**src/rtl/mem_access_unit.sv**
```systemverilog
// mem_access_unit
//   Initiator side of the data-memory interface. It takes one load/store at a
//   time from the MEM stage and produces the DM word address, byte enables and
//   write strobe. It returns sign/zero-extended load data, or an exception code
//   when the address is misaligned or out of range.
//
// Parameters
//   WAIT_CYCLES  extra wait cycles before the single DM access cycle (0..15)
//   ADDR_BITS    byte-address width of DM; any set bit above it is out of range
//
// Ports
//   clk, reset            clock; synchronous active-high reset
//   req_valid/req_ready   request handshake (ready only while idle)
//   req_op                000 LW,001 LH,010 LHU,011 LB,100 LBU,101 SW,110 SH,111 SB
//   req_addr/wdata/pc     byte address, low-aligned store data, instruction PC
//   rsp_valid/rsp_ready   response handshake (response held until consumed)
//   rsp_data              extended load data; 0 for stores and exceptions
//   rsp_exc               00 ok, 01 misaligned, 10 out of range
//   dm_wr/dm_be           DM write strobe and byte enables (only during ACCESS)
//   dm_addr               DM word address (latched addr[13:2])
//   dm_wd                 DM write data (latched wdata, unshifted)
//   dm_result/dm_pc       latched byte address and PC, used for DM logging
//   dm_rd                 DM read word, combinational from dm_addr
module mem_access_unit #(
  parameter int unsigned WAIT_CYCLES = 0,
  parameter int unsigned ADDR_BITS   = 14
) (
  input  logic        clk,
  input  logic        reset,
  input  logic        req_valid,
  output logic        req_ready,
  input  logic [2:0]  req_op,
  input  logic [31:0] req_addr,
  input  logic [31:0] req_wdata,
  input  logic [31:0] req_pc,
  output logic        rsp_valid,
  input  logic        rsp_ready,
  output logic [31:0] rsp_data,
  output logic [1:0]  rsp_exc,
  output logic        dm_wr,
  output logic [3:0]  dm_be,
  output logic [11:0] dm_addr,
  output logic [31:0] dm_wd,
  output logic [31:0] dm_result,
  output logic [31:0] dm_pc,
  input  logic [31:0] dm_rd
);

  typedef enum logic [1:0] {S_IDLE, S_WAIT, S_ACCESS, S_RESP} state_t;
  typedef enum logic [2:0] {
    OP_LW, OP_LH, OP_LHU, OP_LB, OP_LBU, OP_SW, OP_SH, OP_SB
  } op_t;

  localparam logic [3:0] WAIT_INIT = 4'((WAIT_CYCLES > 0) ? (WAIT_CYCLES - 1) : 0);

  state_t      state_q;
  op_t         op_q;
  logic [31:0] addr_q, wdata_q, pc_q;
  logic [3:0]  cnt_q;
  logic        rsp_valid_q, dm_wr_q;
  logic [31:0] rsp_data_q;
  logic [1:0]  rsp_exc_q;
  logic [3:0]  dm_be_q;

  op_t         req_op_d;
  logic [1:0]  exc_d;
  op_t         acc_op_d;
  logic [1:0]  acc_lo_d;
  logic        wr_d;
  logic [3:0]  be_d;
  logic [15:0] half_d;
  logic [7:0]  byte_d;
  logic [31:0] ld_d;

  always_comb begin
    req_op_d = op_t'(req_op);

    // Misaligned takes priority over out of range.
    exc_d = 2'b00;
    if (((req_op_d == OP_LW || req_op_d == OP_SW) && req_addr[1:0] != 2'b00) ||
        ((req_op_d == OP_LH || req_op_d == OP_LHU || req_op_d == OP_SH) && req_addr[0]))
      exc_d = 2'b01;
    else if ((req_addr >> ADDR_BITS) != '0)
      exc_d = 2'b10;

    // Strobes are registered on entry to ACCESS. When WAIT is skipped, the
    // request fields have not been latched yet, so they come from the inputs.
    acc_op_d = (state_q == S_IDLE) ? req_op_d : op_q;
    acc_lo_d = (state_q == S_IDLE) ? req_addr[1:0] : addr_q[1:0];
    wr_d = 1'b0;
    be_d = '0;
    unique case (acc_op_d)
      OP_SW: begin wr_d = 1'b1; be_d = 4'b1111; end
      OP_SH: begin wr_d = 1'b1; be_d = acc_lo_d[1] ? 4'b1100 : 4'b0011; end
      OP_SB: begin wr_d = 1'b1; be_d = 4'b0001 << acc_lo_d; end
      default: ;
    endcase

    half_d = addr_q[1] ? dm_rd[31:16] : dm_rd[15:0];
    byte_d = 8'(dm_rd >> {addr_q[1:0], 3'b000});
    ld_d   = '0;
    unique case (op_q)
      OP_LW:  ld_d = dm_rd;
      OP_LH:  ld_d = {{16{half_d[15]}}, half_d};
      OP_LHU: ld_d = {16'h0000, half_d};
      OP_LB:  ld_d = {{24{byte_d[7]}}, byte_d};
      OP_LBU: ld_d = {24'h000000, byte_d};
      default: ld_d = '0;
    endcase
  end

  always_ff @(posedge clk) begin
    if (reset) begin
      state_q     <= S_IDLE;
      op_q        <= OP_LW;
      addr_q      <= '0;
      wdata_q     <= '0;
      pc_q        <= '0;
      cnt_q       <= '0;
      rsp_valid_q <= 1'b0;
      rsp_data_q  <= '0;
      rsp_exc_q   <= '0;
      dm_wr_q     <= 1'b0;
      dm_be_q     <= '0;
    end else begin
      unique case (state_q)
        S_IDLE: begin
          if (req_valid) begin
            op_q    <= req_op_d;
            addr_q  <= req_addr;
            wdata_q <= req_wdata;
            pc_q    <= req_pc;
            if (exc_d != 2'b00) begin
              rsp_exc_q   <= exc_d;
              rsp_data_q  <= '0;
              rsp_valid_q <= 1'b1;
              state_q     <= S_RESP;
            end else if (WAIT_CYCLES > 0) begin
              cnt_q   <= WAIT_INIT;
              state_q <= S_WAIT;
            end else begin
              dm_wr_q <= wr_d;
              dm_be_q <= be_d;
              state_q <= S_ACCESS;
            end
          end
        end
        S_WAIT: begin
          if (cnt_q == 4'd0) begin
            dm_wr_q <= wr_d;
            dm_be_q <= be_d;
            state_q <= S_ACCESS;
          end else begin
            cnt_q <= cnt_q - 4'd1;
          end
        end
        S_ACCESS: begin
          dm_wr_q     <= 1'b0;
          dm_be_q     <= '0;
          rsp_exc_q   <= 2'b00;
          rsp_data_q  <= ld_d;
          rsp_valid_q <= 1'b1;
          state_q     <= S_RESP;
        end
        S_RESP: begin
          if (rsp_ready) begin
            rsp_valid_q <= 1'b0;
            state_q     <= S_IDLE;
          end
        end
        default: state_q <= S_IDLE;
      endcase
    end
  end

  assign req_ready = (state_q == S_IDLE);
  assign rsp_valid = rsp_valid_q;
  assign rsp_data  = rsp_data_q;
  assign rsp_exc   = rsp_exc_q;
  assign dm_wr     = dm_wr_q;
  assign dm_be     = dm_be_q;
  assign dm_addr   = addr_q[13:2];
  assign dm_wd     = wdata_q;
  assign dm_result = addr_q;
  assign dm_pc     = pc_q;

endmodule

```
**config.mk**
```make
export PLATFORM = sky130hd
export DESIGN_NAME = mem_access_unit
export DESIGN_NICKNAME = d
export VERILOG_FILES = /design/src/rtl/mem_access_unit.sv
export SDC_FILE = /design/constraint.sdc
export NUM_CORES = 1
export LEC_CHECK = 0
export CORE_UTILIZATION = 46
export CTS_BUF_LIST = sky130_fd_sc_hd__clkbuf_8
export DETAILED_ROUTE_END_ITERATION = 10
export GPL_ROUTABILITY_DRIVEN = 0
export GPL_TIMING_DRIVEN = 0
export PLACE_DENSITY = 0.89
export SLEW_MARGIN = 0
export SYNTH_ARGS = -nofsm -noshare
export SYNTH_HDL_FRONTEND = slang
export SYNTH_SLANG_ARGS = --single-unit
```
**constraint.sdc**
```tcl
create_clock -name clk -period 4.2 [get_ports clk]
set_input_delay 0.84 -clock clk [delete_from_list [all_inputs] [get_ports clk]]
set_output_delay 0.84 -clock clk [all_outputs]
set_load 0.005 [all_outputs]
```
==> results.py, run 1 <==
metrics = {
    "power_and_ir_drop": {
        "p_leak_uw": 0.00341,
        "ir_worst_vdd_v": 0.000228,
        "power_uw": 3470,
        "pwr_density_cell_mw_per_mm2": 370,
    },
    "hold_path": {
        "whs_endpoint": "dm_pc[2]",
        "min_path_type": "register to register",
        "min-delay-start": "dm_pc[2]",
        "min_delay_path_depth": 2,
    },
    "drt": {
        "ant_nets": 0,
        "dr.pass1.iters": 5,
        "finalWirelength_um": 19000,
        "drcViolationCount": 0,
        "wire_per_inst_um": 15.8,
        "vias": 6342,
        "drt_iter0_markers": 493,
        "viasPerCell": 5.26,
    },
    "worst_setup_path": {
        "critical_path_class": "register to output port",
        "crit-reg2reg-capture": "dm_pc[11]",
        "r2r_slack_ns": 1.77,
        "arrival_ns": 2.13,
        "path_delay_family": "buffers and inverters",
        "crit-reg2reg-launch": "state_q[0]",
        "cp_max_fo": 10,
        "cp_data_required_time_ns": 3.36,
        "critPathMaxStageDelay_ns": 0.56,
        "path_buf_inv": 5,
        "cp-end-kind": "output port",
        "worstPathCellList": "clkbuf_1 -> or2_1 -> buf_2 -> inv_2 -> buf_4 -> clkdlybuf4s50_1",
        "worst_r2r_path_depth": 10,
        "slowest_stage": "clkdlybuf4s50_1",
        "critPathLaunchType": "register",
    },
    "yosys": {
        "synthesis.area_sq_mm": 0.00595,
        "synthArstFlopShare": 0,
        "seq_area_frac_synth": 0.488,
        "synthCells": 719,
        "synth.distinct_cells": 48,
        "synth-seq-cells": 145,
        "synth_area_per_cell_sq_um": 8.28,
        "synthTopCellsByCount": "nand2_1 (212), dfxtp_1 (145), a21oi_1 (123)",
        "yosysTopAreaCell": "dfxtp_1",
        "ys_warn_count": 0,
        "synth_ff_type": "dfxtp_1",
        "yosysTopAreaCellShare": 0.488,
        "synth_most_common_cell": "nand2_1",
        "synth_edf_count": 0,
        "syn-num-nets": 855,
        "synthTopCellsByArea": "dfxtp_1 (49%), nand2_1 (13%), a21oi_1 (10%)",
    },
    "global_routing": {
        "overflow": 0,
        "grt_pass1_wl_um": 28600,
        "grtUsageTotal": 0.277,
        "antenna_found_initial": 0,
        "grt_pass1_vias": 5906,
        "grt_max_degree": 17,
    },
    "layout": {
        "n_antenna_cell": 0,
        "regArea_sq_mm": 0.00290,
        "final_net_count": 1157,
        "final_util": 0.744,
        "area_growth_pct": 57.8,
        "nFillCells": 1008,
        "multi_input_area_sq_mm": 0.00269,
        "drive_gt1_frac": 0.0841,
    },
    "timing": {
        "final.setup.tns_ns": 0,
        "fmax_ghz": 0.336,
        "rsz0062_at_grt": "false",
        "fin_hold_ws_ns": 0.454,
        "worstMarginPinSlew_ns": 0.885,
        "max_slew_margin": 0.407,
        "fin_worst_skew_ns": 0.00925,
        "hold_viol_final": 0,
        "finalWorstSetupSlack_ns": 1.23,
        "setup_viol": 0,
        "fin_crit_ns": 2.97,
        "slew_violations": 0,
        "finalCritPeriodShare": 0.708,
    },
    "cts": {
        "clk_path_buf_depth": 2,
        "clk_pin_slew_ns": 0.08,
        "root_buffer": "clkbuf_8",
        "clock_latency_ns": 0.43,
        "htreeDepth": 4,
        "cts_buffers": 17,
        "ctsHoldBuffers": 0,
        "numClockSinks": 145,
        "cts_tree": "yes",
        "cts-resized-gates": 0,
        "cts_setup_buffers": 0,
    },
    "die": {
        "rows": 41,
        "core-area_sq_mm": 0.0126,
        "die_h_um": 116,
        "die_w_um": 116,
        "initial_core_util": 0.472,
        "die-area_sq_mm": 0.0134,
        "top_level_ports": 284,
    },
    "placement": {
        "dp_slack_ns": 0.949,
        "io_buffers": 283,
        "hpwlAfterDp_um": 14400,
    },
    "status": {
        "status": "complete, no violations",
    },
    "flow_run": {
        "drv_cap": 0,
    },
}
-- how the worst max path moves through the flow --
stage | startpoint | to | depth (start not counted)
after floorplan | req_op[1] | rsp_data[10] | 7
after global placement | req_op[1] | rsp_data[13] | 8
after detailed placement | req_op[1] | rsp_data[13] | 8
after CTS | state_q[0] | req_ready | 6
after global routing | state_q[0] | req_ready | 6
final | state_q[0] | req_ready | 6
-- flip-flops by register name, summed over array words and instances (netlist names) --
register,cells
cnt_q,4
dm_be,4
dm_pc,32
dm_result,32
dm_wd,32
dm_wr,1
op_q,3
rsp_data,32
rsp_exc,2
rsp_valid,1
state_q,2
-- area by class of cell --
class,count,area share
buffer,65,0.0357
clock buffer,20,0.0293
clock inverter,12,0.0124
inverter,7,0.00280
multi-input combinational,502,0.286
sequential,145,0.309
tap,172,0.0229
timing repair buffer,283,0.302
-- worst min-delay path: cells and delay by family, from the launching register on --
| family | cells | cell delay (ns) |
|---|---|---|
| and+or+nand+nor | 1 | 0.05 |
| DFF | 1 | 0.31 |
| AOI/OAI and AO/OA | 1 | 0.05 |
-- logic make-up (layout without fill, tap and decap cells) --
family | after synthesis | in the layout | share of synthesized area
AO/OA/AOI/OAI | 208 | 208 | 0.216
AND/OR/NAND/NOR | 265 | 265 | 0.181
multiplexers | 24 | 24 | 0.0465
XOR/XNOR | 4 | 4 | 0.00589
flip-flops | 145 | 145 | 0.488
adder cells (fa/ha/maj) | 1 | 1 | 0.00210
buffers and inverters | 72 | 387 | 0.0608
-- routing by layer --
metal / GRT usage / wire (um) / vias up
met5: 0 / 0 / -
met4: 0.151 / 722 / 0
met3: 0.0764 / 1540 / 52
met2: 0.491 / 9340 / 279
met1: 0.301 / 7400 / 2939
li1: - / - / 3072
-- stage by stage --
step | std cells | area [sq um]
after floorplan | 719 | 5950
after global placement | 1174 | 9000
after detailed placement | 1174 | 9000
after CTS | 1206 | 9390
after global routing | 1206 | 9390
final | 1206 | 9390
-- cells in the final DEF, fill, tap and decap left out, types with 2 or more instances in the layout --
cell type,count
a211oi_1,2
a21oi_1,123
a222oi_1,8
a22o_1,8
a22oi_1,2
a31oi_1,2
and2_1,2
buf_2,13
buf_4,14
buf_6,3
bufinv_16,2
clkbuf_1,35
clkbuf_8,20
clkdlybuf4s50_1,283
clkinv_2,5
clkinvlp_4,2
dfxtp_1,145
inv_1,8
mux2_2,19
mux2i_1,4
nand2_1,212
nand2b_1,2
nand3_1,5
nor2_1,19
nor2b_1,7
nor3_1,3
nor3b_1,4
nor4_1,5
o211ai_1,3
o21ai_0,21
o21bai_1,2
o2bb2ai_1,24
o31ai_1,3
o41ai_2,2
xnor2_1,3
-- power by group --
group	leakage (uW)	switching (uW)	total, uW	internal (uW)
clock	0.000207	509	1070	566
combinational	0.00202	395	859	463
sequential	0.00118	55.4	1540	1480
total	0.00341	959	3470	2510
No activity file was read; power rests on OpenSTA's default activity.
==> run 2: changes to the inputs <==
- CORE_UTILIZATION: 46 -> 38
- PLACE_DENSITY: 0.89 -> 0.78
- clock period: 4.2 -> 2.7 ns (I/O delays scaled with it)
==> run 2 against run 1 <==
  * Via count decreased by 3.7%
  * Worst setup slack got worse by 1.1 ns
  * Register-to-register slack got worse by 1.5 ns
  * Sequential cell count unchanged
  * Global-route usage decreased by 4.8 points
  * Combinational power increased by 54%
  * Routed wire length decreased by 1.2%
  * Critical path type is now primary input to register
  * Critical endpoint is now rsp_data[11]
  * Largest cell class unchanged
==> results.py, run 2 (synthesis results as in run 1) <==
metrics = {
    "status": {
        "status": "complete, no violations",
    },
    "die": {
        "die_h_um": 127,
        "rows": 45,
        "initial_core_util": 0.390,
        "die_w_um": 127,
        "core-area_sq_mm": 0.0153,
        "top_level_ports": 284,
        "die-area_sq_mm": 0.0162,
    },
    "drt": {
        "finalWirelength_um": 18800,
        "drcViolationCount": 0,
        "wire_per_inst_um": 15.1,
        "drt_iter0_markers": 305,
        "vias": 6108,
        "viasPerCell": 4.91,
        "dr.pass1.iters": 5,
        "ant_nets": 0,
    },
    "layout": {
        "drive_gt1_frac": 0.0774,
        "n_antenna_cell": 0,
        "final_common_cell": "clkdlybuf4s50_1",
        "area_growth_pct": 57.6,
        "final_net_count": 1157,
        "mostFrequentLayoutCells": "clkdlybuf4s50_1 (282), nand2_1 (212), dfxtp_1 (145)",
    },
    "placement": {
        "io_buffers": 283,
        "hpwlAfterDp_um": 14300,
        "dp_slack_ns": -0.306,
    },
    "cts": {
        "root_buffer": "clkbuf_8",
        "clk_path_buf_depth": 2,
        "cts_setup_buffers": 0,
        "cts_tree": "yes",
        "cts_buffers": 17,
        "clock_latency_ns": 0.44,
        "clk_pin_slew_ns": 0.07,
        "numClockSinks": 145,
        "htreeDepth": 4,
        "ctsHoldBuffers": 0,
        "cts-resized-gates": 1,
    },
    "flow_run": {
        "drv_cap": 0,
    },
    "hold_path": {
        "min_path_type": "register to register",
        "min-delay-start": "dm_pc[17]",
    },
    "power_and_ir_drop": {
        "p_leak_uw": 0.00340,
        "ir_worst_vdd_v": 0.000330,
        "pwr_density_cell_mw_per_mm2": 555,
    },
    "worst_setup_path": {
        "cp_data_required_time_ns": 3.03,
        "crit_start": "req_op[1]",
        "arrival_ns": 2.92,
        "cp-end-kind": "register",
        "critPathLaunchType": "primary input",
        "critical_path_class": "primary input to register",
        "cp_max_fo": 10,
        "crit-reg2reg-launch": "state_q[0]",
    },
    "global_routing": {
        "antenna_found_initial": 0,
        "grt_pass1_wl_um": 29100,
        "overflow": 0,
        "grtUsageTotal": 0.229,
        "grt_pass1_vias": 5627,
        "grt_max_degree": 17,
    },
    "timing": {
        "setup_viol": 0,
        "fin_crit_ns": 2.59,
        "worstMarginPinSlew_ns": 0.800,
        "final.setup.tns_ns": 0,
        "max_slew_margin": 0.464,
        "finalCritPeriodShare": 0.959,
        "rsz0062_at_grt": "false",
        "finalWorstSetupSlack_ns": 0.111,
        "fin_worst_skew_ns": 0.00624,
        "fmax_ghz": 0.386,
        "fin_hold_ws_ns": 0.453,
        "hold_viol_final": 0,
        "slew_violations": 0,
    },
}
-- run 2: final cells by class --
| type | count | area [sq um] |
|---|---|---|
| sequential | 145 | 2900 |
| clock buffer | 18 | 248 |
| timing repair buffer | 283 | 2830 |
| buffer | 65 | 335 |
| multi-input combinational | 502 | 2690 |
| clock inverter | 13 | 86.3 |
| tap | 211 | 264 |
| inverter | 7 | 26.3 |
| fill | 1410 | 5880 |
-- run 2: through the flow --
stage	utilization	power (uW)	area, sq um	cells
after global routing	0.615	5470	9380	1244
after floorplan	-	3030	5950	719
after detailed placement	0.593	3770	9050	1213
final	0.615	5210	9380	1244
after global placement	0.593	3750	9050	1213
after CTS	0.615	5250	9380	1244
-- run 2: worst paths after layout --
check | endpoint | slack, ns | depth (start not counted)
worst max-delay path | rsp_data[11] | 0.11 | 8
worst min-delay path | dm_pc[17] | 0.45 | 2
worst max register to register | dm_pc[10] | 0.29 | 10
worst min register to register | dm_pc[17] | 0.45 | 2
-- run 2: layer usage --
layer,part of all wire,up-vias,GRT usage
met5,0,-,0
met4,0.024,0,0.0910
met3,0.073,33,0.0670
met2,0.47,231,0.385
met1,0.43,2783,0.276
li1,-,3061,-
-- run 2: critical path, stage by stage --
cell,delay (ns)
clkdlybuf4s50_1,0.51
o21bai_1,0.20
a222oi_1,0.68
o41ai_2,0.22
and2_1,0.23
buf_4,0.17
buf_6,0.15
a22o_1,0.22
-- run 2: power breakdown --
part           total, uW  leakage [uW]  switching (uW)  internal, uW
combinational       1320       0.00202             603           719
clock               1490      0.000198             776           717
sequential          2400       0.00118            88.7          2310
==> variant (settings of run 2) <==
Reset style: asynchronous (`reset`), changed in one clocked block. Comments in the files are not updated.
--- a/src/rtl/mem_access_unit.sv
+++ b/src/rtl/mem_access_unit.sv
@@ -109,7 +109,7 @@
     endcase
   end
 
-  always_ff @(posedge clk) begin
+  always_ff @(posedge clk or posedge reset) begin
     if (reset) begin
       state_q     <= S_IDLE;
       op_q        <= OP_LW;
Check against the original RTL: differs if reset is asserted again (counterexample within 4 cycles, from zero or initial values and one cycle with reset high); with reset held inactive, the same outputs for 4 cycles.
==> variant against run 2 <==
- design area is 8.7% higher
- sequential cell count unchanged
- area after synthesis increased by 11%
- first-iteration DRC count up 9.2%
- cell count is 13% lower
- synthesized cell count is 24% lower
- wire length grew 2.7%
- worst setup slack better by 0.043 ns
- die area rose by 11%
Power is not compared: it rests on default switching activity, and its combinational part moved more than twofold at a synthesized area within 25%.
==> variant: results (changes against run 2) <==
<table>
<tr><th>Metric</th><th>Value</th></tr>
<tr><th colspan="2">Outcome</th></tr>
<tr><td>Status</td><td>complete, no violations</td></tr>
<tr><th colspan="2">Global routing</th></tr>
<tr><td>Total global-route track usage</td><td>21.9% (-1.0 points)</td></tr>
<tr><td>Largest net degree at the start of global routing</td><td>41 (+24)</td></tr>
<tr><td>Global Route met1 Usage</td><td>27.4% (-0.22 points)</td></tr>
<tr><td>Vias in the first global route</td><td>5735 (+1.9%)</td></tr>
<tr><td>M3 GR Usage</td><td>6.46% (-0.24 points)</td></tr>
<tr><td>Met2 track demand over resource in global routing</td><td>35.6% (-2.9 points)</td></tr>
<tr><td>Global-route wire length before repair</td><td>30100 um (+3.6%)</td></tr>
<tr><th colspan="2">Layout</th></tr>
<tr><td>Share of layout cells above drive strength 1</td><td>20.6% (+13 points)</td></tr>
<tr><td>Signal buffers</td><td>335 (-3.7%)</td></tr>
<tr><td>Share of the final layout cell area in multi-input gates</td><td>26.1% (-2.6 points)</td></tr>
<tr><td>Clock distribution area overhead in the final layout</td><td>3.84% (+0.28 points)</td></tr>
<tr><th colspan="2">Synthesis</th></tr>
<tr><td>Count of distinct cell types in the synthesized netlist</td><td>49 (+2.1%)</td></tr>
<tr><td>Mean cell area of the mapped netlist</td><td>12.1 um^2 (+46%)</td></tr>
<tr><td>Fraction of registers with async set or reset after synthesis</td><td>100% (+100 points)</td></tr>
<tr><td>Top cells by area, synth</td><td>dfrtp_1 (55%), mux2_2 (17%), a22o_1 (4.1%)</td></tr>
<tr><td>Post-Synth XOR/XNOR Area</td><td>0.265% (-0.32 points)</td></tr>
<tr><th colspan="2">STA</th></tr>
<tr><td>Worst clock skew</td><td>0.0101 ns (+0.00383 ns)</td></tr>
<tr><td>Actual transition at the worst max-transition pin</td><td>0.795 ns (-0.00430 ns)</td></tr>
<tr><th colspan="2">Drt</th></tr>
<tr><td>DRT iter0 DRCs</td><td>333 (+9.2%)</td></tr>
<tr><td>Routed wire length</td><td>19300 um (+2.7%)</td></tr>
<tr><td>Routed length on met3</td><td>1650 um (+21%)</td></tr>
<tr><td>Via count of the routed design</td><td>5603 (-8.3%)</td></tr>
<tr><td>Routed length on met2</td><td>9430 um (+6.4%)</td></tr>
<tr><th colspan="2">Clock network</th></tr>
<tr><td>Clock-pin slew of the registers on the worst-case setup and hold paths</td><td>0.09 ns (+0.02 ns)</td></tr>
<tr><td>Post-cts repair resize count</td><td>0 (-1)</td></tr>
<tr><th colspan="2">Place</th></tr>
<tr><td>Sum of net half-perimeters after detailed placement</td><td>14700 um (+2.4%)</td></tr>
<tr><th colspan="2">Worst setup path</th></tr>
<tr><td>Worst stage delay on the critical path</td><td>0.79 ns (+0.11 ns)</td></tr>
<tr><td>Worst reg2reg path startpoint</td><td>state_q[1]</td></tr>
<tr><td>Reg-to-Reg End</td><td>dm_result[20]</td></tr>
<tr><td>End of the critical path</td><td>rsp_data[10]</td></tr>
</table>
## variant: cell types whose count changed in the layout (fill, tap and decap cells not counted), moves of 24 or more
cell | before | now
nand2_1 | 212 | 36
dfrtp_1 | 0 | 145
dfxtp_1 | 145 | 0
a21oi_1 | 123 | 23
mux2_2 | 19 | 101
o2bb2ai_1 | 24 | 0
## variant: worst min path at each step
stage,from,end,depth (start not counted)
4_1_cts,reset,dm_wd[9],2
3_3_place_gp,rsp_valid,rsp_valid,2
5_1_grt,reset,dm_wd[9],2
6_report,reset,dm_wd[9],2
2_1_floorplan,rsp_valid,rsp_valid,2
3_5_place_dp,rsp_data[15],rsp_data[15],2
## variant: through the flow
step / cell area [um^2] / total power (W) / utilization (%)
after floorplan: 6620 / 0.00658 / -
after global placement: 9720 / 0.00956 / 57.8
after detailed placement: 9800 / 0.00970 / 58.3
after CTS: 10200 / 0.0115 / 60.6
after global routing: 10200 / 0.0121 / 60.6
final: 10200 / 0.0114 / 60.6
